[config.mk]
export PLATFORM = sky130hd
export DESIGN_NAME = devolvedor_moedas
export DESIGN_NICKNAME = d
export VERILOG_FILES = /design/src/rtl/devolvedor_moedas.sv
export SDC_FILE = /design/constraint.sdc
export NUM_CORES = 1
export LEC_CHECK = 0
export CAP_MARGIN = 20
export CORE_MARGIN = 1
export CORE_UTILIZATION = 34
export CTS_CLUSTER_DIAMETER = 80
export CTS_CLUSTER_SIZE = 14
export DETAILED_ROUTE_END_ITERATION = 10
export GPL_ROUTABILITY_DRIVEN = 1
export GPL_TIMING_DRIVEN = 0
export SYNTH_ARGS = -nofsm -noshare
export SYNTH_HDL_FRONTEND = slang
export SYNTH_SLANG_ARGS = --single-unit
[constraint.sdc]
create_clock -name clk -period 2.3 [get_ports clk]
set_input_delay 0.345 -clock clk [delete_from_list [all_inputs] [get_ports clk]]
set_output_delay 0.345 -clock clk [all_outputs]
set_load 0.1 [all_outputs]
[src/rtl/devolvedor_moedas.sv]
`default_nettype none
// ============================================================================
// Module   : devolvedor_moedas
// Purpose  : Change-return coin ejector. On an accepted start it captures an
//            amount and breaks it greedily into coins of 5, 2 and 1 units.
//            Each coin is driven on the 2-bit coin bus for PULSO_CICLOS
//            cycles, followed by PAUSA_CICLOS idle cycles. A one-cycle
//            completion pulse ends the return.
// Ports    : clk         - system clock, rising edge
//            reset       - asynchronous active-high reset
//            iniciar     - start request, honoured only when idle
//            valor       - amount to return, captured on accepted start
//            moeda_out   - coin code: 00 none, 01 = 1, 10 = 2, 11 = 5
//            ocupado     - high while a return is in progress
//            fim         - one-cycle completion pulse
//            num_moedas  - coins emitted in the current or last return
// Revision : 1.0 - initial release
// ============================================================================
module devolvedor_moedas #(
  parameter int PULSO_CICLOS  = 4,
  parameter int PAUSA_CICLOS  = 2,
  parameter int LARGURA_VALOR = 4
) (
  input  logic                     clk,
  input  logic                     reset,
  input  logic                     iniciar,
  input  logic [LARGURA_VALOR-1:0] valor,
  output logic [1:0]               moeda_out,
  output logic                     ocupado,
  output logic                     fim,
  output logic [3:0]               num_moedas
);

  // Counter holds at most max(P,Q)-1.
  localparam int CNT_MAX = (PULSO_CICLOS > PAUSA_CICLOS) ? PULSO_CICLOS : PAUSA_CICLOS;
  localparam int CNT_W   = (CNT_MAX > 1) ? $clog2(CNT_MAX) : 1;
  // Coin comparisons need at least 3 bits so that the value 5 is representable.
  localparam int EXT_W   = (LARGURA_VALOR > 3) ? LARGURA_VALOR : 3;

  localparam logic [CNT_W-1:0] c_pulso_carga = CNT_W'(PULSO_CICLOS - 1);
  localparam logic [CNT_W-1:0] c_pausa_carga = CNT_W'(PAUSA_CICLOS - 1);

  localparam logic [1:0] c_cod_nada = 2'b00;
  localparam logic [1:0] c_cod_um   = 2'b01;
  localparam logic [1:0] c_cod_dois = 2'b10;
  localparam logic [1:0] c_cod_cinco = 2'b11;

  typedef enum logic [2:0] {
    OCIOSO    = 3'd0,
    SELECIONA = 3'd1,
    PULSO     = 3'd2,
    PAUSA     = 3'd3,
    FIM       = 3'd4
  } estado_t;

  estado_t                  estado_q, estado_d;
  logic [LARGURA_VALOR-1:0] restante_q, restante_d;
  logic [CNT_W-1:0]         cnt_q, cnt_d;
  logic [1:0]               moeda_q, moeda_d;
  logic                     ocupado_q, ocupado_d;
  logic                     fim_q, fim_d;
  logic [3:0]               num_q, num_d;

  // Greedy coin choice for the current remaining amount.
  logic [EXT_W-1:0]         w_rest_ext;
  logic [EXT_W-1:0]         w_valor_moeda;
  logic [1:0]               w_codigo;
  logic [LARGURA_VALOR-1:0] w_rest_sub;

  always_comb begin
    w_rest_ext = EXT_W'(restante_q);
    if (w_rest_ext >= EXT_W'(5)) begin
      w_codigo      = c_cod_cinco;
      w_valor_moeda = EXT_W'(5);
    end else if (w_rest_ext >= EXT_W'(2)) begin
      w_codigo      = c_cod_dois;
      w_valor_moeda = EXT_W'(2);
    end else begin
      w_codigo      = c_cod_um;
      w_valor_moeda = EXT_W'(1);
    end
    // Only used when restante is nonzero, so the chosen coin never exceeds it.
    w_rest_sub = LARGURA_VALOR'(w_rest_ext - w_valor_moeda);
  end

  // State and output registers
  always_ff @(posedge clk or posedge reset) begin
    if (reset) begin
      estado_q   <= OCIOSO;
      restante_q <= '0;
      cnt_q      <= '0;
      moeda_q    <= c_cod_nada;
      ocupado_q  <= 1'b0;
      fim_q      <= 1'b0;
      num_q      <= 4'd0;
    end else begin
      estado_q   <= estado_d;
      restante_q <= restante_d;
      cnt_q      <= cnt_d;
      moeda_q    <= moeda_d;
      ocupado_q  <= ocupado_d;
      fim_q      <= fim_d;
      num_q      <= num_d;
    end
  end

  // Next-state and next-output logic
  always_comb begin
    estado_d   = estado_q;
    restante_d = restante_q;
    cnt_d      = cnt_q;
    moeda_d    = moeda_q;
    ocupado_d  = ocupado_q;
    fim_d      = 1'b0;
    num_d      = num_q;

    case (estado_q)
      OCIOSO: begin
        moeda_d   = c_cod_nada;
        ocupado_d = 1'b0;
        if (iniciar) begin
          restante_d = valor;
          num_d      = 4'd0;
          ocupado_d  = 1'b1;
          estado_d   = SELECIONA;
        end
      end

      SELECIONA: begin
        if (restante_q == '0) begin
          moeda_d  = c_cod_nada;
          fim_d    = 1'b1;
          estado_d = FIM;
        end else begin
          moeda_d    = w_codigo;
          restante_d = w_rest_sub;
          num_d      = (num_q == 4'hF) ? num_q : num_q + 4'd1;
          cnt_d      = c_pulso_carga;
          estado_d   = PULSO;
        end
      end

      PULSO: begin
        // The SELECIONA edge provides the first of the P held cycles,
        // so the counter starts at P-1 and the coin drops when it hits 0.
        if (cnt_q == '0) begin
          moeda_d  = c_cod_nada;
          cnt_d    = c_pausa_carga;
          estado_d = PAUSA;
        end else begin
          cnt_d = cnt_q - 1'b1;
        end
      end

      PAUSA: begin
        moeda_d = c_cod_nada;
        if (cnt_q == '0) begin
          estado_d = SELECIONA;
        end else begin
          cnt_d = cnt_q - 1'b1;
        end
      end

      FIM: begin
        moeda_d   = c_cod_nada;
        ocupado_d = 1'b0;
        estado_d  = OCIOSO;
      end

      default: begin
        moeda_d   = c_cod_nada;
        ocupado_d = 1'b0;
        estado_d  = OCIOSO;
      end
    endcase
  end

  assign moeda_out  = moeda_q;
  assign ocupado    = ocupado_q;
  assign fim        = fim_q;
  assign num_moedas = num_q;

endmodule
`default_nettype wire

==> summary.md <==
| Metric | Value |
|---|---|
| Yosys top cell by area | dfrtp_1 |
| Req. time, crit path | 1.96 ns |
| Dpl hpwl | 1.50 mm |
| Htree depth | 1 |
| R2R setup slack | 0.25 ns |
| Setup Viol. Count Final | 0 |
| Synthesized flop and latch total | 17 |
| Seq/Total Area, Yosys | 0.409 |
| Layout cells sized above 1 | 0.129 |
| Cts hold-fix bufs | 0 |
| R2R depth | 9 |
| Fin cells | 170 |
| Outcome | finished with violations |
| Predominant post-synthesis flop cell | dfrtp_1 |
| Clk_lat worst skew | 0.30 ns |
| Post-CTS setup buffer count | 0 |
| Drt first-iter violations | 44 |
| TritonCTS clock tree | done |
| Failing checks | DRC |
| Fin crit period | 2.23 ns |
| Yosys top cell area share | 0.409 |
| CP max-delay cell | clkdlybuf4s50_1 |
| Placed insts | 166 |
| Synth Area in Simple Gates | 0.187 |
| Highest Clock Rate | 449 MHz |
| Async SR Flop Fraction | 1.00 |
| Unrepaired setup endpoints after global routing | no |
| Nature of the critical path startpoint | register |
| FILL cells | 275 |
| Peak supply drop | 0.595 mV |
| RD Place Congestion | 0.803 |
| Pin count of the biggest net entering global routing | 18 |
| Leak | 0.535 nW |
| DRT antenna net count | 0 |
| Tcrit/Tclk final | 0.968 |
| Syn Nets | 133 |
| Root Driver | clkbuf_4 |
| Critical-path cell list | clkdlybuf4s50_1 |
| Via density | 5.19 |
| First-pass GRT wire length | 3.82 mm |
| Worst-Margin Slew | 0.968 ns |
| Worst path max stage delay | 1.15 ns |
| Top-count cell post-synth | nor2_1 |
| Ant diodes | 0 |
| Total number of vias | 883 |
| Worst setup EP type | output pin |
| Main combinational cell family by area after synthesis | compound AO/OA/AOI/OAI gates |
| Syn. warnings | 0 |
| Avg Cell Area, Syn | 8.59 sq um |
| Post-Synth XOR/XNOR Area | 0.0168 |
| Worst Setup Path Type | register to output pin |
| Post-layout util | 0.445 |
| Crit Path Max Fanout | 5 |
| Full die area | 3280 sq um |
| Final Hold Vio Count | 0 |
| Area delta synth->final | 21.1% |
| Placed Area | 1220 sq um |
| Bufs and invs on worst path | 1 |
| Worst reg2reg path endpoint | restante_q[3] |
| Aggregate routed wire length | 2.15 mm |
| Inserted Clock Buffers | 3 |
| Die Span X | 57.3 um |
| Worst Skew | 0.00205 ns |
| Longest Clk Path Bufs | 2 |
| Design area | 1260 sq um |
| Clk slew on worst S/H paths | 0.10 ns |
| WHS | 0.423 ns |
| Initial antenna violation count | 0 |
| Cell variety after synth | 38 |
| Post-synth EDFFs | 0 |
| Syn Inst Count | 121 |
| Max Cap Viol | 0 |
| Pre-Repair DR Iteration Count | 7 |
| Placeable Area | 2830 sq um |
| Final Slew Violations | 0 |
| Final net count | 152 |
| Top Ports | 15 |
| Delay-heaviest family, CP | buffers and inverters |
| Synth cell count leaders | nor2_1 (18), dfrtp_1 (17), a21oi_1 (14) |
| Port Buf Inserts | 14 |
| Worst R2R Start | restante_q[2] |
| Mux cell area share after synthesis | 0.0253 |
| Ranking of synthesized cells by area | dfrtp_1 (41%), a21oi_1 (6.7%), nor2_1 (6.5%) |
| Die height | 57.3 um |
| PD cells | 1470 nW/um^2 |
| Compound-Gate Fraction of Synth Area | 0.227 |
| Grt total ovfl | 0 |
| Avg WL per Cell | 12.6 um |
| CP arrival | 1.88 ns |
| Setup_tns | 0 ns |
| Residual DRC | 1 |
| Clk sinks | 17 |
| Post-Synth Adder-Cell Area | 0.0602 |
| Max_slew headroom | 0.353 |
| Synth Cell Area | 1040 sq um |
| Starting Density | 0.368 |
| Total track usage | 0.151 |
| Min-Delay Path Class | input pin to asynchronous set/reset pin |
| Row cnt | 19 |
| Vias in the first global route | 847 |
worst max-delay path by stage:
stage | to | from | cells after the start | slack [ns]
2_1_floorplan | num_moedas[1] | num_moedas[1] | 6 | 0.30
3_3_place_gp | restante_q[1] | iniciar | 5 | 0.17
3_5_place_dp | restante_q[3] | restante_q[1] | 10 | 0.17
4_1_cts | num_moedas[3] | num_moedas[3] | 1 | 0.04
5_1_grt | num_moedas[0] | num_moedas[0] | 1 | 0.01
6_report | num_moedas[0] | num_moedas[0] | 1 | 0.07
per-layer routing:
metal	global-route usage	vias to the layer above	wire, um
met4	0.0314	0	9
met1	0.212	404	1130
li1	-	459	-
met2	0.227	18	905
met5	0	-	0
met3	0.0522	2	102
placed cells by master (no fill, tap or decap), drive strengths merged, types with 2 or more instances in the layout:
master,count
a21oi,15
a311oi,2
a31oi,3
buf,4
clkbuf,7
clkdlybuf4s50,13
dfrtp,17
ha,5
inv,8
mux2,2
nand2,8
nor2,19
nor2b,2
nor3,2
o21ai,10
o41ai,2
state kept, by name, indices dropped and copies added (netlist names):
signal      count
cnt_q           2
estado_q        3
fim             1
moeda_out       2
num_moedas      4
ocupado         1
restante_q      4
timing repair:
item	4_1_cts	5_1_grt
resized for setup	0	4
setup endpoints to repair	0	2
endpoints found under the hold margin	0	0
final cells by class:
cell class | count | area (sq um) | share of cell area
Timing Repair Buffer | 14 | 143 | 0.113
Inverter | 8 | 30.0 | 0.0239
Tap cell | 31 | 38.8 | 0.0308
Clock inverter | 1 | 5.00 | 0.00398
Clock buffer | 3 | 22.5 | 0.0179
Sequential cell | 17 | 425 | 0.338
Multi-Input combinational cell | 88 | 547 | 0.434
Buffer | 8 | 47.5 | 0.0378
report_power, final:
group          total, mW  switching (mW)  internal [mW]
Clock              0.167           0.102         0.0648
Combinational       1.17           0.763          0.408
Sequential         0.511          0.0996          0.411
Total               1.85           0.964          0.884
cell families (layout without fill, tap and decap cells):
logic type,count (synthesis),in the layout
adders and majority gates,5,5
DFF,17,17
xor gates and xnor gates,2,2
muxes,2,2
buffers and inverters,16,34
AOI/OAI and AO/OA,39,39
and+or+nand+nor,40,40
metrics by stage:
stage / setup WS (ns) / power, mW
after floorplan: 0.301 / 1.43
after global routing: 0.0140 / 2.01
after CTS: 0.0413 / 1.84
final: 0.0746 / 1.85
after global placement: 0.171 / 1.66
after detailed placement: 0.173 / 1.67
Note: power is estimated with default switching activity, not from simulation.
